[config.mk]
export PLATFORM = sky130hd
export DESIGN_NAME = srl_loader_flat
export DESIGN_NICKNAME = d
export VERILOG_FILES = /design/src/rtl/srl_loader_pkg.sv /design/src/rtl/srl_loader_if.sv /design/src/rtl/srl_loader_sync_fifo.sv /design/src/rtl/srl_loader.sv /design/src/flat_wrapper.sv
export SDC_FILE = /design/constraint.sdc
export NUM_CORES = 1
export LEC_CHECK = 0
export ABC_CLOCK_PERIOD_IN_PS = 4300
export BUFFER_PORTS_ARGS = -buffer_cell sky130_fd_sc_hd__buf_2
export CAP_MARGIN = 20
export CORE_MARGIN = 2
export CORE_UTILIZATION = 60
export CTS_CLUSTER_SIZE = 24
export DETAILED_ROUTE_END_ITERATION = 12
export PLACE_DENSITY = 0.79
export SLEW_MARGIN = 20
export SYNTH_ARGS = -nofsm -noshare
export SYNTH_HDL_FRONTEND = slang
export SYNTH_SLANG_ARGS = --single-unit
[constraint.sdc]
create_clock -name clk -period 4.3 [get_ports clk]
set_input_delay 0.645 -clock clk [delete_from_list [all_inputs] [get_ports clk]]
set_output_delay 0.645 -clock clk [all_outputs]
set_load 0.02 [all_outputs]
[src/rtl/srl_loader_pkg.sv]
// Shared defaults for the srl_loader slice: datapath widths, frame length and
// input buffer depth, plus a counter-width helper.
package srl_loader_pkg;

   localparam int DEF_DATA_WIDTH = 16;
   localparam int DEF_SRL_DEPTH  = 32;
   localparam int DEF_FIFO_DEPTH = 8;

   // A one-entry depth still needs a 1-bit counter.
   function automatic int cnt_width(input int depth);
      return (depth > 1) ? $clog2(depth) : 1;
   endfunction

endpackage

[src/rtl/srl_loader_if.sv]
// Valid/ready stream of packed complex words {imag, real} into srl_loader.
interface srl_loader_if
   import srl_loader_pkg::*;
#(
   parameter int DATA_WIDTH = DEF_DATA_WIDTH
);

   logic                      s_valid;
   logic                      s_ready;
   logic [2*DATA_WIDTH-1:0]   s_data;

   modport master (
      output s_valid,
      output s_data,
      input  s_ready
   );

   modport slave (
      input  s_valid,
      input  s_data,
      output s_ready
   );

endinterface

[src/rtl/srl_loader_sync_fifo.sv]
// Synchronous FIFO with first-word fall-through; one extra pointer bit
// distinguishes full from empty.
module sync_fifo #(
   parameter int WIDTH = 32,
   parameter int DEPTH = 8
) (
   input  logic             clk,
   input  logic             rst_n,
   input  logic             wr_en,
   input  logic [WIDTH-1:0] din,
   input  logic             rd_en,
   output logic [WIDTH-1:0] dout,
   output logic             full,
   output logic             empty
);

   localparam int AW = $clog2(DEPTH);
   localparam logic [AW:0] PTR_ONE = 1;

   logic [WIDTH-1:0] mem [DEPTH];
   logic [AW:0]      wr_ptr;
   logic [AW:0]      rd_ptr;
   logic             do_wr;
   logic             do_rd;

   assign do_wr = wr_en && !full;
   assign do_rd = rd_en && !empty;

   always_ff @(posedge clk) begin
      if (!rst_n) begin
         wr_ptr <= '0;
         rd_ptr <= '0;
      end else begin
         if (do_wr) begin
            wr_ptr <= wr_ptr + PTR_ONE;
         end
         if (do_rd) begin
            rd_ptr <= rd_ptr + PTR_ONE;
         end
      end
   end

   // Storage is not reset; the pointers alone define which entries are live.
   always_ff @(posedge clk) begin
      if (do_wr) begin
         mem[wr_ptr[AW-1:0]] <= din;
      end
   end

   assign dout  = mem[rd_ptr[AW-1:0]];
   assign empty = (wr_ptr == rd_ptr);
   assign full  = (wr_ptr[AW] != rd_ptr[AW]) && (wr_ptr[AW-1:0] == rd_ptr[AW-1:0]);

endmodule

[src/rtl/srl_loader.sv]
// Feeds the srl delay line: one buffered frame of SRL_DEPTH words, then
// SRL_DEPTH zero flush shifts, flagging the cycles where srl.dout is frame data.
module srl_loader
   import srl_loader_pkg::*;
#(
   parameter int DATA_WIDTH = DEF_DATA_WIDTH,
   parameter int SRL_DEPTH  = DEF_SRL_DEPTH,
   parameter int FIFO_DEPTH = DEF_FIFO_DEPTH
) (
   input  logic                    clk,
   input  logic                    rst_n,
   srl_loader_if.slave             s_if,
   output logic                    srl_ce,
   output logic [2*DATA_WIDTH-1:0] srl_din,
   output logic                    dout_valid,
   output logic                    frame_done,
   output logic                    busy
);

   localparam int W  = 2*DATA_WIDTH;
   localparam int CW = cnt_width(SRL_DEPTH);
   localparam logic [CW-1:0] CNT_LAST = CW'(SRL_DEPTH-1);
   localparam logic [CW-1:0] CNT_ONE  = 1;

   typedef enum logic [1:0] {
      IDLE  = 2'd0,
      LOAD  = 2'd1,
      FLUSH = 2'd2
   } state_t;

   state_t         state;
   state_t         state_nxt;
   logic [CW-1:0]  word_cnt;
   logic [CW-1:0]  word_cnt_nxt;
   logic           frame_done_nxt;
   logic           fifo_rd;
   logic [W-1:0]   fifo_dout;
   logic           fifo_full;
   logic           fifo_empty;

   assign s_if.s_ready = !fifo_full;

   sync_fifo #(
      .WIDTH (W),
      .DEPTH (FIFO_DEPTH)
   ) u_fifo (
      .clk   (clk),
      .rst_n (rst_n),
      .wr_en (s_if.s_valid),
      .din   (s_if.s_data),
      .rd_en (fifo_rd),
      .dout  (fifo_dout),
      .full  (fifo_full),
      .empty (fifo_empty)
   );

   always_ff @(posedge clk) begin
      if (!rst_n) begin
         state      <= IDLE;
         word_cnt   <= '0;
         frame_done <= 1'b0;
      end else begin
         state      <= state_nxt;
         word_cnt   <= word_cnt_nxt;
         frame_done <= frame_done_nxt;
      end
   end

   // LOAD stalls on an empty FIFO; FLUSH shifts zeros unconditionally and
   // chains straight into the next frame if words are already waiting.
   always_comb begin
      state_nxt      = state;
      word_cnt_nxt   = word_cnt;
      frame_done_nxt = 1'b0;
      fifo_rd        = 1'b0;
      srl_ce         = 1'b0;
      srl_din        = '0;
      case (state)
         IDLE: begin
            if (!fifo_empty) begin
               state_nxt = LOAD;
            end
         end
         LOAD: begin
            srl_ce  = !fifo_empty;
            srl_din = fifo_dout;
            fifo_rd = !fifo_empty;
            if (!fifo_empty) begin
               if (word_cnt == CNT_LAST) begin
                  state_nxt    = FLUSH;
                  word_cnt_nxt = '0;
               end else begin
                  word_cnt_nxt = word_cnt + CNT_ONE;
               end
            end
         end
         FLUSH: begin
            srl_ce = 1'b1;
            if (word_cnt == CNT_LAST) begin
               word_cnt_nxt   = '0;
               frame_done_nxt = 1'b1;
               state_nxt      = fifo_empty ? IDLE : LOAD;
            end else begin
               word_cnt_nxt = word_cnt + CNT_ONE;
            end
         end
         default: begin
            state_nxt = IDLE;
         end
      endcase
   end

   // The whole flush window is exactly the span where srl.dout carries frame words.
   assign dout_valid = (state == FLUSH);
   assign busy       = (state != IDLE);

endmodule

[src/flat_wrapper.sv]
// flat-port wrapper written by rule: the top's interface ports become plain ports
module srl_loader_flat import srl_loader_pkg::*;
#(
   parameter int DATA_WIDTH = DEF_DATA_WIDTH,
   parameter int SRL_DEPTH  = DEF_SRL_DEPTH,
   parameter int FIFO_DEPTH = DEF_FIFO_DEPTH
)
  (clk, rst_n, srl_ce, srl_din, dout_valid, frame_done, busy, s_if_s_valid, s_if_s_data, s_if_s_ready);
  srl_loader_if #(.DATA_WIDTH(DATA_WIDTH)) s_if_i ();
  input  logic clk;
  input  logic rst_n;
  output logic srl_ce;
  output logic [2*DATA_WIDTH-1:0] srl_din;
  output logic dout_valid;
  output logic frame_done;
  output logic busy;
  input wire logic [$bits(s_if_i.s_valid)-1:0] s_if_s_valid;
  input wire logic [$bits(s_if_i.s_data)-1:0] s_if_s_data;
  output wire logic [$bits(s_if_i.s_ready)-1:0] s_if_s_ready;
  assign s_if_i.s_valid = s_if_s_valid;
  assign s_if_i.s_data = s_if_s_data;
  assign s_if_s_ready = s_if_i.s_ready;
  srl_loader #(.DATA_WIDTH(DATA_WIDTH), .SRL_DEPTH(SRL_DEPTH), .FIFO_DEPTH(FIFO_DEPTH)) u_core (.clk(clk), .rst_n(rst_n), .s_if(s_if_i), .srl_ce(srl_ce), .srl_din(srl_din), .dout_valid(dout_valid), .frame_done(frame_done), .busy(busy));
endmodule
==> results of run 1 <==
-- metal layers --
layer	track usage, %	vias up	wire (µm)
li1	-	2287	-
met1	29.7	2732	8550
met2	34.8	178	10300
met3	3.63	22	1160
met4	5.85	0	261
met5	0	-	0
-- cell type report --
type	instances	area (µm²)
antenna	1	2.50
clock buffer	30	687
clock inverter	19	199
fill	1069	5300
inverter	6	22.5
multi-input combinational	212	2730
sequential	275	8070
tap	229	287
timing repair buffer	86	598
-- cells in the final DEF, fill, tap and decap left out, types with 3 or more instances in the layout --
cell,n
sky130_fd_sc_hd__clkinv_2,7
sky130_fd_sc_hd__clkbuf_16,27
sky130_fd_sc_hd__clkinv_1,5
sky130_fd_sc_hd__inv_1,6
sky130_fd_sc_hd__buf_16,4
sky130_fd_sc_hd__nor2_4,6
sky130_fd_sc_hd__dfxtp_1,16
sky130_fd_sc_hd__bufinv_16,4
sky130_fd_sc_hd__nand2_1,4
sky130_fd_sc_hd__and2_1,4
sky130_fd_sc_hd__xnor2_1,4
sky130_fd_sc_hd__buf_4,7
sky130_fd_sc_hd__buf_2,71
sky130_fd_sc_hd__buf_12,4
sky130_fd_sc_hd__nor2b_1,40
sky130_fd_sc_hd__nand3_1,4
sky130_fd_sc_hd__o21ai_0,7
sky130_fd_sc_hd__mux2i_1,36
sky130_fd_sc_hd__ha_1,9
sky130_fd_sc_hd__clkbuf_1,3
sky130_fd_sc_hd__mux4_2,64
sky130_fd_sc_hd__edfxtp_1,256
sky130_fd_sc_hd__and3_1,3
-- registers in the layout, summed over array words and instances, names as in the netlist, named ones only --
| name | count |
|---|---|
| u_core.u_fifo.rd_ptr | 4 |
| u_core.u_fifo.mem | 256 |
| u_core.word_cnt | 5 |
| u_core.frame_done | 1 |
| u_core.state | 2 |
| u_core.u_fifo.wr_ptr | 4 |
-- final timing paths --
kind                      startpoint                        to  slack (ns)
min reg2reg          u_core.state[1]           u_core.state[1]        0.53
max reg2reg  u_core.u_fifo.wr_ptr[0]  u_core.u_fifo.mem[1][12]        1.50
max                         register                srl_din[0]        0.93
min                  s_if_s_data[29]  u_core.u_fifo.mem[7][29]        0.38
-- power groups by stage --
| stage | sequential (mW) | clock [mW] | combinational [mW] |
|---|---|---|---|
| after global placement | 3.15 | 0 | 0.838 |
| after CTS | 3.10 | 2.38 | 0.873 |
| after global routing | 3.11 | 2.47 | 0.933 |
| after floorplan | 3.09 | 0 | 0.666 |
| final | 3.10 | 2.34 | 0.871 |
| after detailed placement | 3.16 | 0 | 0.865 |
-- metrics by stage --
step / hold slack (ns) / instances / utilization [%] / power [mW]
3_5_place_dp: 0.501 / 805 / 65.0 / 4.02
5_1_grt: 0.373 / 857 / 70.4 / 6.52
2_1_floorplan: 0.468 / 518 / - / 3.76
4_1_cts: 0.355 / 854 / 69.9 / 6.35
6_report: 0.383 / 858 / 70.4 / 6.31
3_3_place_gp: 0.481 / 801 / 64.5 / 3.99
-- cell families after synthesis --
family,Yosys count
flops,275
mux,100
simple gates,76
buf+inv,31
compound gates,18
xor+xnor,9
fa+ha+maj,9
==> results.txt, run 1 <==
The setup TNS is 0 ns. In this run the clock root is driven by a sky130_fd_sc_hd__clkbuf_16. The final-report max-slew violation count is 0.

The transition at the pin with the smallest max-transition slack is 1.02 ns. Summed over all instances, the cell type with the most area after synthesis is sky130_fd_sc_hd__edfxtp_1. The number of sinks driven by the clock tree is 275. The setup fix buffers added after clock tree synthesis is 0. TritonCTS built the clock tree. The run finished with clean final reports. The path type of the worst min-delay path is in2reg. In the final routed layout, each cell accounts on average for 23.6 µm. The first global-routing pass estimated 30,700 µm of wire. The async set or reset register ratio after synthesis is 0%. The signed area change from the synthesized netlist to the final layout is 15.7%. The net switching component of the power came out at 1.50 mW. The cell family with the largest share of critical-path delay is flip-flops. The post-route netlist has 33.6% of its cells at a drive strength greater than 1. The count of mapped cells out of synthesis came out at 518. Of the total synthesized cell area, the portion taken by full adders, half adders and majority gates is 1.03%.

The simple-gate area share of the yosys netlist is 4.28%. The largest fanout on the critical path is 36. The worst path arrival time came out at 2.72 ns. The setup violation total in the final timing report came out at 0. The share of total power in combinational logic is 13.8%. Summing all placed instances gives a cell area of 0.0116 mm². The clock edge transition at the registers on the reported setup and hold paths came out at 0.06 ns.

Per report_power, the sequential group accounts for 49.1% of the total. The count of warnings emitted by yosys came out at 0. The number of global-route vias before repair is 5,354. The worst-skew pair later-pin latency is 0.53 ns.

The static leakage power came out at 4.12 nW. The all-layer global routing usage is 21.0%. Across the run, the number of max-cap violations was 0.

The synthesized cell area is 0.0109 mm². The internal portion of the total power is 4.81 mW. The half-perimeter wire length after detailed placement came out at 11,800 µm. The number of flops mapped to enable cells by yosys is 256. The synthesized netlist devotes 1.03% of its cell area to XOR and XNOR gates. The die boundary height came out at 139 µm. The count of state elements after synthesis is 275. The unique cell type count in the Yosys netlist is 39. The least setup slack across all paths after layout came out at 0.934 ns. Prior to clock tree synthesis, the placed netlist has a worst setup slack of 1.36 ns. The congestion estimate from routability-driven global placement came to 0.760. The final cell area excluding filler cells is 0.0126 mm². The post-route minimum period came out at 3.37 ns. The maximum vdd drop is 0.000323 V. The routed design has 20,200 µm of wire.

The number of detailed-route iterations in the first pass came out at 4. The critical path contains buffers and inverters numbering 2 combined. The post-layout net count came out at 652. The number of clock buffers added by TritonCTS is 27. The post-synth net total is 562. The area of the die came out at 0.0192 mm². Among all flip-flop cells after synthesis, the most frequent one is sky130_fd_sc_hd__edfxtp_1. The required arrival time at the worst endpoint is 3.65 ns. For this run, the slowest stage of the critical path takes 0.98 ns. The number of violations reported at the end of detailed-routing iteration 0 is 515. STA classifies the critical path endpoint as a primary output. The share of synthesized area spent on multiplexers is 16.6%. The total I/O pin count came out at 72. The sequential-to-total area share from yosys stat came out at 74.1%.

The total of buffers placed on input and output ports came out at 71. Summed over all layers, the global routing overflow is 0. Detailed routing inserted a total of 5,219 vias.

The core outline area is 0.0179 mm². The initial core utilization came out at 60.8%. The cell depth of the worst setup path is 5. Counting instances, the worst hold path has a depth of 1. The detail route stage leaves a number of antenna-violating nets equal to 0.

The standard-cell row count came out at 49. The buffer levels on the longest clock path is 3. Derived from the worst setup path, the maximum achievable clock frequency is 0.297 GHz. The most instantiated library cell after synthesis is sky130_fd_sc_hd__edfxtp_1. Traced cell by cell, the critical path runs through buf_4 -> mux4_2 -> mux2i_1 -> nor2b_1 -> buf_2. Among all stages on the critical path, the largest delay is contributed by sky130_fd_sc_hd__dfxtp_2.

The H-tree depth is 1. Counting cells, the worst reg-to-reg path comes to 5. By area, the combinational part of the netlist is dominated by multiplexers. By area the synthesized netlist is led by sky130_fd_sc_hd__edfxtp_1, sky130_fd_sc_hd__mux4_2, sky130_fd_sc_hd__dfxtp_1. STA classifies the critical path startpoint as a register.

Headroom to the max-slew limit came out at 32.0%. Setup repair after global routing left no endpoint under its margin. The initial antenna violation count is 1. For this design the ratio of total power to cell area is 501 mW/mm². For the final database, setup skew stands at 0.0189 ns.

The total of cells resized after clock tree synthesis came out at 0. The fraction of post-synthesis cell area in the top cell type by area is 70.6%. The worst setup path is of the reg2out kind.

The complex-gate fraction of the synthesized area is 1.69%. The share of power burned in the clock network came out at 37.1%. A synthesized cell averages 21.0 µm². The final period utilization came out at 78.3%. Sorting the synthesized cells by how often they occur yields sky130_fd_sc_hd__edfxtp_1, sky130_fd_sc_hd__mux4_2, sky130_fd_sc_hd__nor2b_1, sky130_fd_sc_hd__mux2i_1, sky130_fd_sc_hd__dfxtp_1. Entering global routing, the biggest net connects 37 pins. The fraction of power spent switching nets came out at 23.7%.

The quantity of hold-fixing buffers added after cts came out at 0. In the routed design, unresolved DRC markers number 0. The chip width is 139 µm. The final-report hold violation count was 0.

The post-detailed-route via-to-cell ratio is 6.08.
No activity file was read; power rests on OpenSTA's default activity.
==> run 2, diff against run 1 <==
--- a/config.mk
+++ b/config.mk
@@ -5,7 +5,7 @@
 export SDC_FILE = /design/constraint.sdc
 export NUM_CORES = 1
 export LEC_CHECK = 0
-export ABC_CLOCK_PERIOD_IN_PS = 4300
+export ABC_CLOCK_PERIOD_IN_PS = 3500
 export BUFFER_PORTS_ARGS = -buffer_cell sky130_fd_sc_hd__buf_2
 export CAP_MARGIN = 20
 export CORE_MARGIN = 2
==> constraint.sdc (replaced) <==
create_clock -name clk -period 3.5 [get_ports clk]
set_input_delay 0.525 -clock clk [delete_from_list [all_inputs] [get_ports clk]]
set_output_delay 0.525 -clock clk [all_outputs]
set_load 0.02 [all_outputs]
==> run 2 against run 1 <==
Sequential power grew 23%. Power grew 22%. Register-to-register slack lost 0.82 ns. Via count is the same. Clock skew shrank 0.0060 ns. Non-clock buffer count grew 7. Count of clock-buffer cells in the layout grew 6. Critical path depth is the same. Hold slack lost 0.11 ns. Wire length grew 3.6%. Cell count grew 0.70%. Utilization shrank 0.23 points.
==> results.txt, run 2 (synthesized netlist as in run 1, its figures left out) <==
The maximum vdd drop is 0.000449 V. The clock arrives with 0.0129 ns of skew. Buffers inserted to repair hold after CTS numbered 0.

The buffer levels on the longest clock path is 3. The worst path arrival time is 2.61 ns. Dividing the final minimum period by the clock period gives 89.6%. Grouping stages by cell kind, the critical path spends the most delay in multiplexers.

The average wire per cell in the routed design is 24.2 µm. The flow ran to the end, and the final reports show no timing, DRC or antenna violations. In the global route stage, overall resource usage came out at 22.1%. The chip width came out at 139 µm. The die boundary height is 139 µm. The core outline area is 0.0179 mm². The count of maximum capacitance violations is 0.

The worst relative slew slack is 51.1%. The clock edge transition at the registers on the reported setup and hold paths came out at 0.07 ns. The setup fix buffers added after clock tree synthesis is 0. The power after layout is 7.71 mW. The number of buffers and inverters on the critical path is 2. In this run the count of I/O pins placed on the die edge is 72. The half-perimeter wire length after detailed placement came out at 12,700 µm. For this run, the slowest stage of the critical path takes 0.73 ns. From synthesis to final layout, the design area changed by 15.4%. The number of global-route vias before repair came out at 5,670. The final-report max-slew violation count was 0. The fraction of final layout cells sized beyond drive strength 1 came out at 34.4%. The first global-routing pass estimated 32,500 µm of wire.

The worst setup path is captured at a primary output. Counting the buffers created by CTS gives 26. The global route total overflow is 0. The maximum number of pins on one net before global-route repair is 29. Once detail routing completed, the nets flagged for antenna violations numbered 0. The die covers 0.0192 mm². The tree is rooted in a sky130_fd_sc_hd__clkbuf_16. The largest fanout on the critical path is 28.

The clock tree from TritonCTS is done. Adding up every negative setup slack in the final design gives 0 ns. The post-route minimum period came out at 3.14 ns. In this run the static leakage power is 4.11 nW. For the worst setup path, the data required time is 2.97 ns.

The initial antenna violation count came out at 1. The upper clock frequency limit is 0.319 GHz. The final-report hold violation count is 0. The overall via count from detail_route came out at 5,219.

The setup violation total in the final timing report came out at 0. The initial core utilization is 60.8%. The total of buffers placed on input and output ports is 71. The total of cells resized after clock tree synthesis came out at 0. The global placer's final weighted congestion is 0.775. The number of violations reported at the end of detailed-routing iteration 0 came out at 374. The power per cell area came out at 614 mW/mm². The register with the most flip-flops in the layout has 256 of them. The number of sinks driven by the clock tree is 275. The final routed wirelength across all metal layers is 21,000 µm.

The critical-path cell with the highest stage delay is sky130_fd_sc_hd__dfxtp_4. The critical path goes through buf_4 -> mux4_2 -> mux2i_1 -> nor2b_1 -> buf_2. The number of detailed-route iterations in the first pass came out at 5. The library cell used most frequently in the layout, excluding fill and tap cells, is sky130_fd_sc_hd__edfxtp_1. Setup repair after global routing left no endpoint under its margin.

The post-detailed-route via-to-cell ratio came out at 6.04. The worst setup path is of the reg2out kind. The standard-cell row count is 49. At the pin with the least slew margin, the transition time is 0.734 ns. The post-route DRC violation count came out at 0. The H-tree depth is 1. The element type at the critical path start is a register. The path type of the worst min-delay path is in2reg. The post-layout net count came out at 658.

The worst-skew pair later-pin latency came out at 0.53 ns. The library cells used most frequently in the layout, excluding fill and tap cells, are sky130_fd_sc_hd__edfxtp_1, sky130_fd_sc_hd__buf_2, sky130_fd_sc_hd__mux4_2.
==> run 2: final cells by class <==
type | count | area (µm²)
antenna | 1 | 2.50
clock buffer | 36 | 751
clock inverter | 12 | 121
fill | 1101 | 5350
inverter | 6 | 22.5
multi-input combinational | 212 | 2740
sequential | 275 | 8070
tap | 229 | 287
timing repair buffer | 93 | 558
==> run 2: per-stage QoR <==
step	worst slack (ns)	cells	utilization [%]	hold WS, ns	cell area, µm²
2_1_floorplan	0.380	518	-	0.468	10900
3_3_place_gp	0.799	815	65.3	0.479	11700
3_5_place_dp	0.678	815	65.3	0.518	11700
4_1_cts	0.301	863	70.1	0.264	12600
5_1_grt	0.178	863	70.1	0.277	12600
6_report	0.363	864	70.1	0.269	12600
==> run 2: path summary, 6_finish.rpt <==
| kind | end | startpoint | cells after the start | slack (ns) |
|---|---|---|---|---|
| min reg2reg | u_core.word_cnt[0] | u_core.word_cnt[0] | 2 | 0.52 |
| max reg2reg | u_core.u_fifo.mem[1][28] | u_core.u_fifo.wr_ptr[0] | 5 | 0.68 |
| max | srl_din[4] | register | 5 | 0.36 |
| min | u_core.u_fifo.mem[1][9] | s_if_s_data[9] | 1 | 0.27 |
==> run 2: routing by layer <==
layer,wire (µm),up-vias,track usage (%)
li1,-,2297,-
met1,8380,2715,29.8
met2,11100,183,38.3
met3,1140,24,3.56
met4,334,0,6.22
met5,0,-,0
==> run 2: report_power, final <==
group,leakage [nW],internal (mW),switching [mW]
Combinational,1.21,0.505,0.587
Clock,0.425,1.65,1.17
Sequential,2.48,3.70,0.101
==> run 3, diff against run 2 <==
--- a/config.mk
+++ b/config.mk
@@ -6,13 +6,13 @@
 export NUM_CORES = 1
 export LEC_CHECK = 0
 export ABC_CLOCK_PERIOD_IN_PS = 3500
-export BUFFER_PORTS_ARGS = -buffer_cell sky130_fd_sc_hd__buf_2
 export CAP_MARGIN = 20
 export CORE_MARGIN = 2
 export CORE_UTILIZATION = 60
 export CTS_CLUSTER_SIZE = 24
 export DETAILED_ROUTE_END_ITERATION = 12
-export PLACE_DENSITY = 0.79
+export DONT_BUFFER_PORTS = 1
+export PLACE_DENSITY = 0.76
 export SLEW_MARGIN = 20
 export SYNTH_ARGS = -nofsm -noshare
 export SYNTH_HDL_FRONTEND = slang
==> run 3 against run 2 <==
Global-route usage decreased by 1.8 points. Via count decreased by 6.6%. Setup slack improved by 0.22 ns. Non-clock buffer count decreased by 77. Sequential power about the same.
==> results.txt, run 3 (synthesized netlist as in run 1, its figures left out) <==
For the final database, setup skew stands at 0.0101 ns. The path with the worst hold slack has its endpoint at u_core.u_fifo.mem[1][5]. The setup fix buffers added after clock tree synthesis is 0. The number of global-route vias before repair came out at 5,218.

Cells fill 67.8% of the core in the end. The post-route minimum period came out at 2.91 ns. In this run the number of H-tree levels came out at 1. The worst register-to-register path ends at u_core.u_fifo.mem[1][20]. The detailed router finished its first iteration with 286 violations. The worst register-to-register path has a depth of 5. The initial core utilization came out at 60.8%. The worst setup path is captured at a primary output.

The register with the most flip-flops in the layout has 256 of them. The worst path arrival time came out at 2.39 ns. The worst hold path begins at s_if_s_data[5]. The average wire per cell in the routed design came out at 24.4 µm.

The maximum vdd drop came out at 0.000550 V. The kind of critical path is reg2out. The final routed wirelength across all metal layers came out at 19,200 µm.

The worst relative slew slack came out at 45.3%. The half-perimeter wire length after detailed placement came out at 11,200 µm. The clock tree root buffer cell is sky130_fd_sc_hd__clkbuf_16.

The total I/O pin count came out at 72. The final period utilization is 83.2%. The tree built by TritonCTS fans out to 275 sinks. The number of diodes added for antenna fixing came out at 0. The buffer levels on the longest clock path came out at 3. The maximum number of pins on one net before global-route repair is 50.

The floorplan step defined a die boundary enclosing 0.0192 mm². The number of detailed-route iterations in the first pass came out at 5. The overall via count from detail_route is 4,877. The launch instance of the worst register-to-register path is u_core.u_fifo.wr_ptr[0]. In this run the worst hold path is classified as in2reg.

The post-route non-filler standard cell count is 788. The setup TNS is 0 ns. The power after layout is 7.47 mW. The quantity of hold-fixing buffers added after cts came out at 0.

The required arrival time at the worst endpoint came out at 2.97 ns. The global route total overflow is 0. The standard-cell row count came out at 49. The total of buffers placed on input and output ports came out at 0.

The total of cells resized after clock tree synthesis came out at 0. The fraction of final layout cells sized beyond drive strength 1 came out at 24.7%. The first-pass GRT wire length came out at 30,200 µm. TritonCTS built the clock tree.

The signed area change from the synthesized netlist to the final layout is 11.6%. The clock edge transition at the registers on the reported setup and hold paths came out at 0.06 ns. The met2 track utilization from global routing came out at 33.5%. The floorplan step set the die width to 139 µm. For this design the static power due to leakage is 3.75 nW.

The post-layout net count is 582. The antenna violation net count after detailed routing is 0. Setup repair after global routing left no endpoint under its margin. The element type at the critical path start is a register. The final-report hold violation count is 0. The post-detailed-route via-to-cell ratio came out at 6.19.

The number of cells on the worst hold path came out at 0. The upper clock frequency limit is 0.343 GHz. The run finished with clean final reports.

Counting tap cells, the placed design contains a total of 738 instances. Buffers inserted during clock tree synthesis total 27. The final-report max-slew violation count was 0. The layer flagged by global routing as most heavily used is met2. The leading cell type in the layout, fill and taps excluded is sky130_fd_sc_hd__edfxtp_1. The post-route DRC violation count is 0. After floorplanning, the core was sized to cover 0.0179 mm². The met3 track demand over resource is 4.28%.

The transition at the pin with the smallest max-transition slack is 0.821 ns. In the layout the commonest cells are sky130_fd_sc_hd__edfxtp_1, sky130_fd_sc_hd__mux4_2, sky130_fd_sc_hd__nor2b_1. The die boundary height came out at 139 µm. The count of maximum capacitance violations is 0. The initial antenna violation count is 0. The register-to-register setup slack came out at 0.76 ns.

Along the worst path, the maximum fanout reaches 38. The power per cell area came out at 615 mW/mm². The worst-skew pair later-pin latency came out at 0.53 ns.

The global placer's final weighted congestion came out at 0.751. The global-route met1 utilization came out at 28.9%. The setup violation total in the final timing report came out at 0. The all-layer global routing usage is 20.3%.
run 3: cell types whose count changed in the layout (fill, tap and decap cells not counted), moves of 2 or more:
cell,delta
sky130_fd_sc_hd__buf_2,-71
sky130_fd_sc_hd__buf_4,-8
sky130_fd_sc_hd__clkinv_1,+7
sky130_fd_sc_hd__buf_12,+2
sky130_fd_sc_hd__clkbuf_1,-2
sky130_fd_sc_hd__clkbuf_8,-2
run 3: worst max-delay path: stages, from the launching register on:
cell and delay [ns]:
sky130_fd_sc_hd__dfxtp_4 0.52, sky130_fd_sc_hd__buf_12 0.34, sky130_fd_sc_hd__mux4_2 0.56, sky130_fd_sc_hd__mux2i_1 0.24
sky130_fd_sc_hd__nor2b_1 0.16
run 3: through the flow:
step | worst slack, ns | hold WS (ns) | cell area, µm²
after floorplan | 0.380 | 0.468 | 10900
final | 0.587 | 0.0842 | 12100
after detailed placement | 0.719 | 0.510 | 11300
after global routing | 0.420 | 0.0632 | 12100
after CTS | 0.519 | 0.0683 | 12100
after global placement | 0.852 | 0.478 | 11300
run 3: layout make-up:
class                           instances  area (µm²)
Clock inverter                         19         148
Clock buffer                           31         691
Tap cell                              229         287
Fill cell                            1123        5760
Timing Repair Buffer                   16         183
Inverter                                6        22.5
Multi-Input combinational cell        212        2740
Sequential cell                       275        8070
run 3: where the power goes:
| part | leakage (nW) | internal [mW] | switching, mW |
|---|---|---|---|
| clock | 0.412 | 1.56 | 1.17 |
| combinational | 0.854 | 0.437 | 0.531 |
| sequential | 2.48 | 3.70 | 0.0728 |
| total | 3.75 | 5.70 | 1.77 |
run 3: routing by layer:
| metal | share of wire [%] | routed length (µm) |
|---|---|---|
| met1 | 42 | 8080 |
| met4 | 1.9 | 367 |
| met2 | 50 | 9680 |
| met5 | 0 | 0 |
| met3 | 5.7 | 1110 |
run 3: how the worst max path moves through the flow:
stage,startpoint,to,cells after the start
after global placement,u_core.u_fifo.wr_ptr[0],u_core.u_fifo.mem[4][18],5
after CTS,register,srl_din[1],4
after floorplan,u_core.u_fifo.wr_ptr[0],u_core.u_fifo.mem[1][0],5
after detailed placement,u_core.u_fifo.wr_ptr[0],u_core.u_fifo.mem[1][6],5
after global routing,u_core.u_fifo.wr_ptr[1],srl_ce,4
final,register,srl_din[1],4
